<file path="src/rtl/tour_pkg.sv">
// Shared encodings for the knight's tour replay path: opcodes, headings,
// response bytes and sequencer states.
package tour_pkg;

   localparam logic [3:0] MOVE    = 4'h4;
   localparam logic [3:0] MOVE_FF = 4'h5;

   typedef enum logic [7:0] {
      N = 8'h00,
      W = 8'h3F,
      S = 8'h7F,
      E = 8'hBF
   } heading_8_t;

   localparam logic [7:0] POS_ACK = 8'hA5;
   localparam logic [7:0] ACK     = 8'h5A;

   typedef enum logic [2:0] {
      IDLE,
      VERT,
      WAIT_V,
      HORZ,
      WAIT_H
   } state_t;

endpackage

</file>
<file path="src/rtl/knight_move_decode.sv">
// Turns a one-hot knight move into its vertical and horizontal command legs.
// The lowest set bit wins; an empty move yields zero-square N/E legs.
module knight_move_decode
   import tour_pkg::*;
(
   input  logic [7:0]  move,
   output logic [15:0] vert_cmd,
   output logic [15:0] horz_cmd
);

   heading_8_t v_head, h_head;
   logic [3:0] v_sq, h_sq;

   always_comb begin
      v_head = N;
      v_sq   = 4'd0;
      h_head = E;
      h_sq   = 4'd0;
      priority casez (move)
         8'b???????1: begin v_head = N; v_sq = 4'd2; h_head = W; h_sq = 4'd1; end
         8'b??????10: begin v_head = N; v_sq = 4'd2; h_head = E; h_sq = 4'd1; end
         8'b?????100: begin v_head = N; v_sq = 4'd1; h_head = W; h_sq = 4'd2; end
         8'b????1000: begin v_head = S; v_sq = 4'd1; h_head = W; h_sq = 4'd2; end
         8'b???10000: begin v_head = S; v_sq = 4'd2; h_head = W; h_sq = 4'd1; end
         8'b??100000: begin v_head = S; v_sq = 4'd2; h_head = E; h_sq = 4'd1; end
         8'b?1000000: begin v_head = S; v_sq = 4'd1; h_head = E; h_sq = 4'd2; end
         8'b10000000: begin v_head = N; v_sq = 4'd1; h_head = E; h_sq = 4'd2; end
         default: ;
      endcase
   end

   assign vert_cmd = {MOVE, v_head, v_sq};
   assign horz_cmd = {MOVE_FF, h_head, h_sq};

endmodule

</file>
<file path="src/rtl/tour_move_sequencer.sv">
// Replays the solved tour into cmd_proc as vertical/horizontal leg pairs;
// passes UART commands straight through while idle.
module tour_move_sequencer #(
   parameter int NUM_MOVES = 24,
   parameter int IDX_W     = 5
) (
   input  logic             clk,
   input  logic             rst,
   input  logic             start_tour,
   input  logic [7:0]       move,
   output logic [IDX_W-1:0] mv_indx,
   input  logic [15:0]      cmd_UART,
   input  logic             cmd_rdy_UART,
   input  logic             clr_cmd_rdy,
   input  logic             send_resp,
   output logic [15:0]      cmd,
   output logic             cmd_rdy,
   output logic [7:0]       resp
);

   import tour_pkg::*;

   state_t           state, state_nxt;
   logic [IDX_W-1:0] idx, idx_nxt;
   logic [15:0]      vert_cmd, horz_cmd;
   logic             last;

   knight_move_decode u_decode (
      .move     (move),
      .vert_cmd (vert_cmd),
      .horz_cmd (horz_cmd)
   );

   assign last    = (idx == IDX_W'(NUM_MOVES - 1));
   assign mv_indx = idx;

   always_ff @(posedge clk) begin
      if (rst) begin
         state <= IDLE;
         idx   <= '0;
      end else begin
         state <= state_nxt;
         idx   <= idx_nxt;
      end
   end

   // move is read combinationally at mv_indx, so the legs stay stable
   // for as long as the index is held.
   always_comb begin
      state_nxt = state;
      idx_nxt   = idx;
      cmd       = cmd_UART;
      cmd_rdy   = cmd_rdy_UART;
      resp      = POS_ACK;
      case (state)
         IDLE: begin
            if (start_tour) begin
               idx_nxt   = '0;
               state_nxt = VERT;
            end
         end
         VERT: begin
            cmd     = vert_cmd;
            cmd_rdy = 1'b1;
            resp    = ACK;
            if (clr_cmd_rdy) state_nxt = WAIT_V;
         end
         WAIT_V: begin
            cmd     = vert_cmd;
            cmd_rdy = 1'b0;
            resp    = ACK;
            if (send_resp) state_nxt = HORZ;
         end
         HORZ: begin
            cmd     = horz_cmd;
            cmd_rdy = 1'b1;
            resp    = ACK;
            if (clr_cmd_rdy) state_nxt = WAIT_H;
         end
         WAIT_H: begin
            cmd     = horz_cmd;
            cmd_rdy = 1'b0;
            resp    = last ? POS_ACK : ACK;
            if (send_resp) begin
               if (last) begin
                  idx_nxt   = '0;
                  state_nxt = IDLE;
               end else begin
                  idx_nxt   = idx + IDX_W'(1);
                  state_nxt = VERT;
               end
            end
         end
         default: state_nxt = IDLE;
      endcase
   end

endmodule
</file>
<file path="config.mk">
export PLATFORM = sky130hd
export DESIGN_NAME = tour_move_sequencer
export DESIGN_NICKNAME = d
export VERILOG_FILES = /design/src/rtl/tour_pkg.sv /design/src/rtl/knight_move_decode.sv /design/src/rtl/tour_move_sequencer.sv
export SDC_FILE = /design/constraint.sdc
export NUM_CORES = 1
export LEC_CHECK = 0
export ABC_AREA = 0
export ABC_CLOCK_PERIOD_IN_PS = 2720
export CAP_MARGIN = 15
export CORE_MARGIN = 3
export CORE_UTILIZATION = 35
export CTS_BUF_LIST = sky130_fd_sc_hd__clkbuf_8
export CTS_CLUSTER_SIZE = 14
export DETAILED_ROUTE_END_ITERATION = 8
export PLACE_DENSITY = 0.67
export SLEW_MARGIN = 0
export SYNTH_ARGS = -nofsm -noshare
export SYNTH_HDL_FRONTEND = slang
export SYNTH_HIERARCHICAL = 1
export SYNTH_SLANG_ARGS = --single-unit
export TNS_END_PERCENT = 50
</file>
<file path="constraint.sdc">
create_clock -name clk -period 2.72 [get_ports clk]
set_input_delay 0.544 -clock clk [delete_from_list [all_inputs] [get_ports clk]]
set_output_delay 0.544 -clock clk [all_outputs]
set_load 0.05 [all_outputs]
</file>
# Word level (Yosys, flattened, before mapping)
# Index checks and enable logic that the tools add are counted.
word_totals:
  regBits: 8
  input_bits: 30
  out_inout_bits: 30
  wordCells: 52
classes:
  add_sub_neg: 1
  n_eq_ne: 17
  mux: 19
  n_reduce_logical: 13
op_table:
  columns: ["op", "count"]
  rows:
  - ["one-hot mux 16 bit (2 select lines)", 1]
  - ["2-to-1 mux 8 bit", 2]
  - ["one-hot mux 8 bit (2 select lines)", 1]
  - ["OR reduction 4 bit", 4]
  - ["2-to-1 mux 3 bit", 5]
  - ["2-to-1 mux 5 bit", 3]
  - ["one-hot mux 3 bit (5 select lines)", 1]
  - ["equality test 5 bit, second input constant", 2]
  - ["!= test 2 bit, second input constant", 5]
  - ["one-hot mux 5 bit (2 select lines)", 1]
  - ["equality test 8 bit, second input constant", 1]
  - ["one-hot mux 2 bit (2 select lines)", 2]
  - ["OR reduction 2 bit", 4]
  - ["equality test 7 bit, second input constant", 1]
  - ["2-to-1 mux 7 bit", 1]
  - ["equality test 3 x 2 -> 1 bit, second input constant", 2]
  - ["equality test 3 bit, second input constant", 2]
  - ["equality test 6 bit, second input constant", 1]
  - ["adder 5 x 1 -> 5 bit, second input constant", 1]
  - ["AND reduction 5 bit", 1]
  - ["equality test 4 bit, second input constant", 1]
  - ["equality test 3 x 1 -> 1 bit, second input constant", 1]
  - ["zero test 3 bit", 1]
  - ["AND reduction 3 bit", 1]
  - ["other kinds (5)", 5]

# Longest topological paths before layout
logic_depth:
  depth_word: 4
  mapped_depth: 7
  mapped_depth_nobuf: 6

# By module
# Netlist, hierarchy kept.
by_module_without_submodules:
  columns: ["mod", "instances", "cells_per_inst", "area_per_inst_um2"]
  rows:
  - ["tour_move_sequencer", 1, 178, 1335.0]
  - ["knight_move_decode", 1, 41, 280.3]

# Least setup slack after synthesis
# Ideal clock, no wire load.
synth_path:
  path_type: "reg2out"
  start: "reg state[2]"
  end: "out resp[3]"
  arrival_ns: 2.300
  t_required_ns: 2.176
  slack_ns: -0.124
  stages_incl_launch_ff: 5
  path_buffers: 3
  path_cell_list: "dfxtp_1 > buf_4 > clkbuf_1 > o21ai_0 > buf_4"
synth_between:
  elab_chain_len: 3
  word_cells_on_any_way: 6
synth_rtl:
  columns: ["element", "line_no", "text"]
  rows:
  - ["start, declared", "tour_move_sequencer.sv:23", "state_t state, state_nxt;"]
  - ["start signal, assigned", "tour_move_sequencer.sv:42", "state <= state_nxt;"]
  - ["equality test 3 x 2 -> 1 bit / equality test 3 x 1 -> 1 bit (equally long branches)", "tour_move_sequencer.sv:55", "case (state)"]
  - ["OR reduction 3 bit (no line)", null, null]
  - ["one-hot mux 8 bit (2 select lines) (*)", "tour_move_sequencer.sv:55", null]
  - ["end, declared", "tour_move_sequencer.sv:18", "output logic [7:0] resp"]
# Every way passes the cells marked *; elsewhere a longest branch is shown, timed or not.

# Worst setup path in the final report
layout_path:
  start: "in move[5]"
  end: "out cmd[7]"
layout_between:
  elab_chain_len: 4
  word_cells_on_any_way: 5
layout_rtl:
  columns: ["element", "line_no", "text"]
  rows:
  - ["start, declared", "tour_move_sequencer.sv:10", "input logic [7:0] move,"]
  - ["equality test 7 bit / equality test 6 bit (equally long branches)", "knight_move_decode.sv:19", "priority casez (move)"]
  - ["OR reduction 4 bit (no line) (*)", null, null]
  - ["2-to-1 mux 7 bit (*)", "knight_move_decode.sv:19", null]
  - ["one-hot mux 16 bit (2 select lines) (*)", "tour_move_sequencer.sv:55", null]
  - ["end, declared", "tour_move_sequencer.sv:16", "output logic [15:0] cmd,"]
# Marked as above.

==> run_results.csv <==
group,metric,value,unit
drt,vias_per_cell,5.175,
drt,first_pass_iters,4,
timing,rsz0062_at_grt,"false",
place,place.gp.congestion,0.7951,
timing,period_needed,2.656,ns
timing,hold_ws,0.5089,ns
global_route,antenna_found_initial,0,
final_layout,final_core_util,53.43,%
synth,synth_cell_type_count,38,
final_layout,postLayoutCellArea,2359,sq um
timing,finalHoldViolCount,0,
cts,cts_buffers,3,
pwr,power,1.055,mW
drt,ant_nets,0,
place,dp_hpwl,2.986,mm
floorplan,coreArea,4414,sq um
drt,drt_iter0_markers,70,
cts,cts_hold_buf,0,
drt,wl_per_cell,13.54,um
final_layout,n_fill_cell,414,
worst_hold_path,holdPathStages,2,
place,dp.cells,310,
floorplan,start_util,36.59,%
place,io_buffers,59,
worst_setup_path,start_kind,"input pin",
synth,ys_seq_area_share,9.915,%
cts,cts_tree,"built",
final_layout,area_growth,46.01,%
pwr,cellPowerDensity,447.3,nW/um^2
timing,worst_slew_pin_slew,0.7833,ns
floorplan,rows,24,
drt,drc,0,
worst_setup_path,cp_max_fo,7,
synth,synthCells,219,
worst_setup_path,crit_type,"in2out",
worst_setup_path,worstPathArrival,2.11,ns
floorplan,die_h,73.94,um
worst_setup_path,end_kind,"output pin",
cts,cts-root-buf,"clkbuf_8",
global_route,grt_pass1_wl,6.803,mm
cts,path_clk_slew,0.04,ns
synth,syn_area_per_cell,7.376,sq um
global_route,grt_pass1_vias,1452,
floorplan,ios,60,
timing,setup_viol,0,
drt,wirelength,4.264,mm
cts,ctsHtreeMaxLevel,1,
place,place_ws,-0.1339,ns
timing,max_slew_margin,47.43,%
drt,vias,1630,
drt,met2_length,1.984,mm
place,postPlaceCellArea,2276,sq um
final_layout,layoutNonFillerInstCount,315,
flow_run,maxCapViolations,0,
synth,ys_ff_latch,8,
worst_hold_path,min_path_type,"reg2reg",
global_route,grtUsageTotal,15.09,%
global_route,grt_overflow,0,
synth,yosys_warnings,6,
timing,finalMaxSlewViolations,0,
drt,dr.max_layer_used,"met4",
final_layout,final_nets,296,
timing,fin_setup_tns,0,ns
drt,route.met3.wl,297,um
pwr,peakVddDrop,0.0002314,V
cts,clock_latency,0.23,ns
cts,cts_buffer_depth,2,
drt,drt-met1-wl,1.969,mm
timing,max_freq,376.6,MHz
floorplan,chipWidth,73.94,um
timing,setup_ws,0.06433,ns
final_layout,final_cell_mix,"clkdlybuf4s50_1 (27), nor2b_1 (20), conb_1 (20), buf_4 (19), buf_12 (19)",
timing,post-route-period-util,97.64,%
final_layout,drive_gt1_share,18.25,%
floorplan,dieArea,5466,sq um
timing,finalClockSkew,0.001231,ns
worst_setup_path,r2r_cells,4,
global_route,grt_start_max_net_pins,27,
outcome,status,"completed",
cts,clkSinkCount,8,
final_layout,antennaDiodeCount,0,
pwr,p_leak,0.9749,nW
final_layout,mostFrequentLayoutCell,"clkdlybuf4s50_1",
synth,netlist_area,1615,sq um
worst_setup_path,required,2.18,ns
synthesized netlist by cell type:
cell type	number	area share, %
a2111oi_0	1	0.54
a2111oi_2	1	0.93
a211oi_1	1	0.46
a21boi_0	1	0.46
a21oi_1	6	1.9
a22oi_1	1	0.46
a2bb2oi_1	17	9.2
and4b_1	1	0.62
buf_1	1	0.23
buf_2	5	1.5
buf_4	35	16
buf_6	1	0.70
clkbuf_1	9	2.1
conb_1	2	0.46
dfxtp_1	8	9.9
ha_1	1	0.77
inv_1	1	0.23
mux2i_1	18	11
nand2_1	6	1.4
nand2b_1	1	0.39
nand3_1	2	0.62
nand4_1	1	0.39
nand4b_1	2	1.1
nor2_1	9	2.1
nor2b_1	20	7.7
nor3_1	18	5.6
nor3b_1	1	0.46
nor4b_1	1	0.54
o211a_1	16	9.9
o21a_1	1	0.46
o21ai_0	21	6.5
o31ai_1	4	1.9
o32ai_1	1	0.54
or2_0	1	0.39
or3_1	1	0.39
or3b_2	1	0.54
or4b_1	1	0.62
xor2_1	1	0.54
worst max-delay path, stage by stage:
cell,delay [ns]
dlygate4sd2_1,0.24
nor2_4,0.06
a2111oi_4,0.44
buf_4,0.24
mux2i_1,0.08
a2bb2oi_1,0.15
o211a_1,0.22
buf_12,0.14
kinds of logic after synthesis:
| kind of cell | synth area share [%] |
|---|---|
| mux | 11.15 |
| fa+ha+maj | 0.7745 |
| other cells | 0.4649 |
| buf+inv | 21.07 |
| compound gates | 33.23 |
| simple gates | 22.85 |
| xor+xnor | 0.5423 |
| flops | 9.915 |
final timing paths:
kind / start / end / slack [ns]
worst max-delay path: move[5] / cmd[7] / 0.06
worst min-delay path: mv_indx[1] / mv_indx[1] / 0.51
worst max register to register: state[0] / mv_indx[1] / 1.09
worst min register to register: mv_indx[1] / mv_indx[1] / 0.51
where the power goes:
group          total (mW)  switching (mW)  internal (mW)
Sequential          0.131         0.00931          0.122
Clock               0.145          0.0486         0.0961
Combinational       0.779           0.428          0.352
Total                1.05           0.486          0.569
final cells by class:
cell class	instances	area (sq um)	area share, %
Multi-Input combinational cell	177	1205	51.09
Timing Repair Buffer	74	882.1	37.40
Sequential cell	8	161.4	6.844
Tap cell	52	65.06	2.759
Clock buffer	3	41.29	1.751
Inverter	1	3.754	0.1592
routing by layer:
| layer | GRT usage, % | vias up |
|---|---|---|
| li1 | - | 853 |
| met1 | 21.46 | 721 |
| met2 | 24.31 | 52 |
| met3 | 2.432 | 4 |
| met4 | 2.616 | 0 |
| met5 | 0 | - |
what timing repair did:
action | 4_1_cts | 5_1_grt
setup buffers | 0 | 0
resized for setup | 13 | 4
pin swaps | 4 | 1
cloned | 1 | 0
endpoints found under the setup margin | 8 | 8
registers in the layout, summed over array words and instances (netlist names):
name / cells
mv_indx: 5
state: 3
Power figures use the tool's default switching activity.
